$ cat src/rtl/dds_mod_ctrl.sv
// Quadrant sequencer and BPSK/OOK symbol controller for the dds_dp quarter-wave datapath.
// Tracks co6 carries to step P/S through a full sine period and applies modulation per symbol.
module dds_mod_ctrl #(
    parameter int CYC_W = 4
) (
    input  logic             clk,
    input  logic             rst,
    input  logic             en,
    input  logic [1:0]       mode,
    input  logic [CYC_W-1:0] cycles_per_sym,
    input  logic             bit_valid,
    input  logic             bit_data,
    output logic             bit_ready,
    input  logic             co6,
    output logic             P,
    output logic             S,
    output logic             amp_en,
    output logic             sym_start,
    output logic             underrun,
    output logic             busy
);

    typedef enum logic [1:0] {
        ST_IDLE = 2'd0,
        ST_ARM  = 2'd1,
        ST_RUN  = 2'd2
    } state_t;

    localparam logic [1:0]       MODE_CW   = 2'b00;
    localparam logic [1:0]       MODE_BPSK = 2'b01;
    localparam logic [1:0]       MODE_OOK  = 2'b10;
    localparam logic [CYC_W-1:0] CNT_ONE   = CYC_W'(1);
    localparam logic [CYC_W-1:0] CNT_ZERO  = CYC_W'(0);

    state_t           state_r, state_s;
    logic [1:0]       q_r, q_s;
    logic [CYC_W-1:0] per_cnt_r, per_cnt_s;
    logic [CYC_W-1:0] n_r, n_s;
    logic [1:0]       mode_r, mode_s;
    logic             cur_bit_r, cur_bit_s;
    logic             underrun_r, underrun_s;
    logic             sym_end_s, boundary_s, bit_ready_s;
    logic             p_s, s_s, amp_en_s;
    logic             p_r, s_r, amp_en_r, sym_start_r, busy_r;

    // State register
    always_ff @(posedge clk) begin
        if (!rst) begin
            state_r <= ST_IDLE;
        end else begin
            state_r <= state_s;
        end
    end

    // Next-state logic; dropping en returns to IDLE from anywhere
    always_comb begin
        state_s = state_r;
        if (!en) begin
            state_s = ST_IDLE;
        end else begin
            case (state_r)
                ST_IDLE: state_s = ST_ARM;
                ST_ARM:  state_s = co6 ? ST_RUN : ST_ARM;
                ST_RUN:  state_s = ST_RUN;
                default: state_s = ST_IDLE;
            endcase
        end
    end

    // Symbol boundary detection: last address of the last quadrant of the last period, or ARM alignment
    always_comb begin
        sym_end_s  = (q_r == 2'd3) && (per_cnt_r == (n_r - CNT_ONE));
        boundary_s = rst && en && co6 &&
                     ((state_r == ST_ARM) || ((state_r == ST_RUN) && sym_end_s));
    end

    // Sequencing datapath: quadrant/period counters, symbol parameters and bit capture
    always_comb begin
        q_s         = q_r;
        per_cnt_s   = per_cnt_r;
        n_s         = n_r;
        mode_s      = mode_r;
        cur_bit_s   = cur_bit_r;
        underrun_s  = underrun_r;
        bit_ready_s = 1'b0;
        if (!en) begin
            q_s        = 2'd0;
            per_cnt_s  = CNT_ZERO;
            cur_bit_s  = 1'b0;
            underrun_s = 1'b0;
        end else if (boundary_s) begin
            q_s         = 2'd0;
            per_cnt_s   = CNT_ZERO;
            mode_s      = mode;
            n_s         = (cycles_per_sym == CNT_ZERO) ? CNT_ONE : cycles_per_sym;
            bit_ready_s = (mode == MODE_BPSK) || (mode == MODE_OOK);
            if (bit_ready_s && bit_valid) begin
                cur_bit_s = bit_data;
            end else if (bit_ready_s) begin
                cur_bit_s  = 1'b0;
                underrun_s = 1'b1;
            end else begin
                cur_bit_s = 1'b0;
            end
        end else if ((state_r == ST_RUN) && co6) begin
            q_s = q_r + 2'd1;
            if (q_r == 2'd3) begin
                per_cnt_s = per_cnt_r + CNT_ONE;
            end else begin
                per_cnt_s = per_cnt_r;
            end
        end else begin
            q_s = q_r;
        end
    end

    // Output decode from next-cycle values so P/S land together with the dds_dp address wrap
    always_comb begin
        p_s      = 1'b0;
        s_s      = 1'b0;
        amp_en_s = 1'b0;
        if (state_s == ST_RUN) begin
            p_s      = q_s[0];
            s_s      = q_s[1] ^ ((mode_s == MODE_BPSK) && cur_bit_s);
            amp_en_s = !((mode_s == MODE_OOK) && !cur_bit_s);
        end else begin
            p_s      = 1'b0;
            s_s      = 1'b0;
            amp_en_s = 1'b0;
        end
    end

    // Datapath and registered output state
    always_ff @(posedge clk) begin
        if (!rst) begin
            q_r         <= 2'd0;
            per_cnt_r   <= CNT_ZERO;
            n_r         <= CNT_ONE;
            mode_r      <= MODE_CW;
            cur_bit_r   <= 1'b0;
            underrun_r  <= 1'b0;
            p_r         <= 1'b0;
            s_r         <= 1'b0;
            amp_en_r    <= 1'b0;
            sym_start_r <= 1'b0;
            busy_r      <= 1'b0;
        end else begin
            q_r         <= q_s;
            per_cnt_r   <= per_cnt_s;
            n_r         <= n_s;
            mode_r      <= mode_s;
            cur_bit_r   <= cur_bit_s;
            underrun_r  <= underrun_s;
            p_r         <= p_s;
            s_r         <= s_s;
            amp_en_r    <= amp_en_s;
            sym_start_r <= boundary_s;
            busy_r      <= (state_s != ST_IDLE);
        end
    end

    assign bit_ready = bit_ready_s;
    assign P         = p_r;
    assign S         = s_r;
    assign amp_en    = amp_en_r;
    assign sym_start = sym_start_r;
    assign underrun  = underrun_r;
    assign busy      = busy_r;

endmodule

$ cat config.mk
export PLATFORM = sky130hd
export DESIGN_NAME = dds_mod_ctrl
export DESIGN_NICKNAME = d
export VERILOG_FILES = /design/src/rtl/dds_mod_ctrl.sv
export SDC_FILE = /design/constraint.sdc
export NUM_CORES = 1
export LEC_CHECK = 0
export ABC_CLOCK_PERIOD_IN_PS = 2200
export CAP_MARGIN = 20
export CELL_PAD_IN_SITES_DETAIL_PLACEMENT = 1
export CELL_PAD_IN_SITES_GLOBAL_PLACEMENT = 1
export CORE_AREA = 10 10 77 53
export CTS_BUF_LIST = sky130_fd_sc_hd__clkbuf_4 sky130_fd_sc_hd__clkbuf_8 sky130_fd_sc_hd__clkbuf_16
export CTS_CLUSTER_DIAMETER = 150
export CTS_CLUSTER_SIZE = 25
export DETAILED_ROUTE_END_ITERATION = 7
export DIE_AREA = 0 0 87 63
export GPL_ROUTABILITY_DRIVEN = 0
export GPL_TIMING_DRIVEN = 0
export HOLD_SLACK_MARGIN = 0.02
export PLACE_DENSITY = 0.84
export SLEW_MARGIN = 30
export SYNTH_ARGS = -nofsm -noshare
export SYNTH_HDL_FRONTEND = slang
export SYNTH_SLANG_ARGS = --single-unit
$ cat constraint.sdc
create_clock -name clk -period 2.2 [get_ports clk]
set_input_delay 0.22 -clock clk [delete_from_list [all_inputs] [get_ports clk]]
set_output_delay 0.22 -clock clk [all_outputs]
set_load 0.01 [all_outputs]
==> flow_summary_export.csv <==
group,metric,value,unit
floorplan,initial_utilization,35.4,%
synth,synth_fa_ha_area_share,3.89,%
setup_path,max_stage_delay,0.34,ns
cts,cts.sinks,21,
synth,synthXorXnorAreaFrac,11.5,%
routing,firstDrtPassIters,4,
hold_path,min_delay_path_depth,2,
synth,synthSimpleGateAreaFrac,23.2,%
setup_path,r2r_end,"S$_SDFF_PN0_",
final_layout,diodes,0,
power,peakVddDrop,0.000351,V
grt,grt-busiest-layer,"met2",
synth,synth_cell_types,32,
power,power,0.724,mW
place,dp_slack,-0.490,ns
setup_path,critical_path_class,"flip-flop to primary output",
floorplan,die_w,87,um
cts,cts_made_buffers,3,
outcome,status,"complete, no violations",
cts,clock_latency,0.26,ns
grt,grt_overflow,0,
final_layout,drive_gt1_share,16.0,%
sta,slew_headroom,67.4,%
synth,synth-seq-cells,21,
setup_path,worst_ep_required_time,1.98,ns
grt,antenna_found_initial,0,
cts,htree_levels,1,
synth,synth_edf_count,0,
setup_path,worstRegToRegCells,8,
place,portBuffers,18,
cts,tritoncts,"done",
sta,whs,0.481,ns
hold_path,hp-class,"flip-flop to flip-flop",
setup_path,path_max_fanout,3,
routing,ant_nets,0,
setup_path,reg2reg_slack,0.42,ns
floorplan,fp.dieH,63,um
synth,async_flop_share,0,%
synth,avgSynthCellArea,9.02,sq um
synth,synthesis.nets,122,
power,power_density,568,mW/mm^2
sta,skew,0.00187,ns
synth,post_synth_mux_area_share,1.04,%
setup_path,start_kind,"flip-flop",
sta,setup_viol,0,
grt,track_usage,9.36,%
sta,finalHoldViolCount,0,
routing,vias,821,
routing,wl,2.54,mm
routing,drt_iter0_drc,18,
grt,grt_pass1_vias,864,
power,leakagePower,0.514,nW
routing,via_per_inst,4.98,
setup_path,worstPathCellList,"inv_2 > ha_4 > xnor2_2 > nor4_4 > a21o_2 > and2_4 > and2b_1 > buf_2",
setup_path,critical_path_arrival,1.88,ns
sta,slew_viol_final,0,
hold_path,min_to,"n_r[3]$_SDFFE_PN0P_",
grt,grtUsageMet1,11.3,%
synth,synth_top_family_by_area,"simple AND/OR/NAND/NOR gates",
sta,min_period_over_period,95.3,%
cts,path_clk_slew,0.07,ns
synth,synthFlopType,"dfxtp_1",
place,dpl.hpwl,1.94,mm
sta,max_freq,477,MHz
final_layout,fillers,318,
floorplan,dieArea,0.00548,sq mm
routing,wl_per_cell,15.4,um
sta,period_needed,2.10,ns
synth,yosysSeqAreaShare,43.6,%
synth,syn_area,965,sq um
final_layout,area_growth,32.2,%
setup_path,end_kind,"primary output",
setup_path,r2r-start,"n_r[0]$_SDFFE_PN1P_",
synth,syn-instance-count,107,
synth,yosys_warnings,0,
cts,clockBufferDepth,2,
sta,rsz0062_at_grt,"yes",
job,cap_violations,0,
routing,drc,0,
sta,fin_ws,0.103,ns
floorplan,io_pins,19,
setup_path,critical_path.slowest_cell,"dfxtp_2",
floorplan,row_count,15,
grt,grtUsageMet2,14.5,%
grt,grt_max_degree,12,
floorplan,core_area,0.00272,sq mm
sta,tightest_slew,0.484,ns
grt,grt_use_met3,4.69,%
final_layout,finalNetCount,147,
synth,synth-compound-area-share,10.9,%
grt,grt_pass1_wl,4.15,mm
hold_path,hp-start,"n_r[3]$_SDFFE_PN0P_",
cts,cts-root-buf,"clkbuf_8",
[registers in the layout (all words and copies together) (netlist names)]
name,cells
busy,1
n_r,4
S,1
underrun,1
q_r,2
state_r,2
amp_en,1
sym_start,1
mode_r,2
P,1
cur_bit_r,1
per_cnt_r,4
[placed cells by master (no fill, tap or decap), types with 2 or more instances in the layout]
master and instances:
nand3_1 7, clkdlybuf4s50_1 17, dfxtp_1 18, nor2_1 9, ha_1 2, buf_4 4
dfxtp_2 3, nand2_1 14, inv_1 4, xor2_1 5, o31ai_1 3, o21ai_0 5
inv_2 2, nor3_1 5, a21oi_1 3, xnor2_1 4, clkbuf_8 3
[cells by family after synthesis]
family	after synthesis
AO/OA/AOI/OAI	16
XOR/XNOR	11
adder cells (fa/ha/maj)	3
buffers and inverters	10
flip-flops	21
multiplexers	1
AND/OR/NAND/NOR	45
[how the worst max path moves through the flow]
stage / start / to / slack [ns] / depth (start not counted)
floorplan: n_r[0]$_SDFFE_PN1P_ / bit_ready / 0.32 / 8
detailed placement: co6 / bit_ready / -0.49 / 8
finish: n_r[0]$_SDFFE_PN1P_ / bit_ready / 0.10 / 8
global placement: co6 / bit_ready / -0.44 / 8
global route: q_r[0]$_SDFF_PN0_ / bit_ready / -0.02 / 7
CTS: n_r[0]$_SDFFE_PN1P_ / bit_ready / 0.07 / 8
[layout make-up]
type	instances	area, sq um	share of cell area, %
clock buffers	4	48.8	3.83
multi-input cells	76	517	40.5
flip-flops and latches	21	424	33.3
inverters	6	22.5	1.77
well taps	34	42.5	3.34
plain buffers	3	22.5	1.77
repair buffers	21	198	15.5
[power breakdown]
group / total, mW / leakage (nW) / switching, mW / internal, mW
Sequential: 0.389 / 0.171 / 0.00373 / 0.386
Clock: 0.263 / 0.0262 / 0.121 / 0.141
Combinational: 0.0722 / 0.318 / 0.0345 / 0.0376
[cell usage after synthesis, types with 2 or more instances]
cell,number,area (sq um)
nand3_1,7,35.0
o31ai_1,3,22.5
nor3_1,5,25.0
a21oi_1,3,15.0
inv_1,6,22.5
ha_1,3,37.5
dfxtp_1,21,420
o21ai_0,5,25.0
xnor2_1,5,43.8
nand2_1,14,52.6
xor2_1,5,43.8
nor2_1,9,33.8
buf_6,2,22.5
[through the flow]
| step | utilization, % | cells | TNS, ns | instance area, sq um |
|---|---|---|---|---|
| final | 46.9 | 165 | 0 | 1270 |
| after global placement | 43.6 | 159 | -0.445 | 1190 |
| after global routing | 46.9 | 165 | -0.0155 | 1270 |
| after detailed placement | 43.6 | 159 | -0.490 | 1190 |
| after floorplan | - | 107 | 0 | 965 |
| after CTS | 46.8 | 165 | 0 | 1270 |
[routing by layer]
layer | share of wire [%] | wire (um)
met4 | 0.51 | 13
met2 | 43 | 1090
met1 | 50 | 1270
met3 | 6.1 | 154
met5 | 0 | 0
[worst max-delay path, delay by kind of cell (launching register included)]
kind	cells	cell delay [ns]
buffers and inverters	2	0.18
and+or+nand+nor	3	0.53
AOI/OAI and AO/OA	1	0.19
xor gates and xnor gates	1	0.14
adders and majority gates	1	0.24
DFF	1	0.34
[repair_timing]
item	CTS	global route
hold endpoints to repair	0	0
endpoints found under the setup margin	1	1
pin swaps	2	0
setup buffers	3	0
gates resized for setup	8	4
hold buffers	0	0
Power figures use the tool's default switching activity.
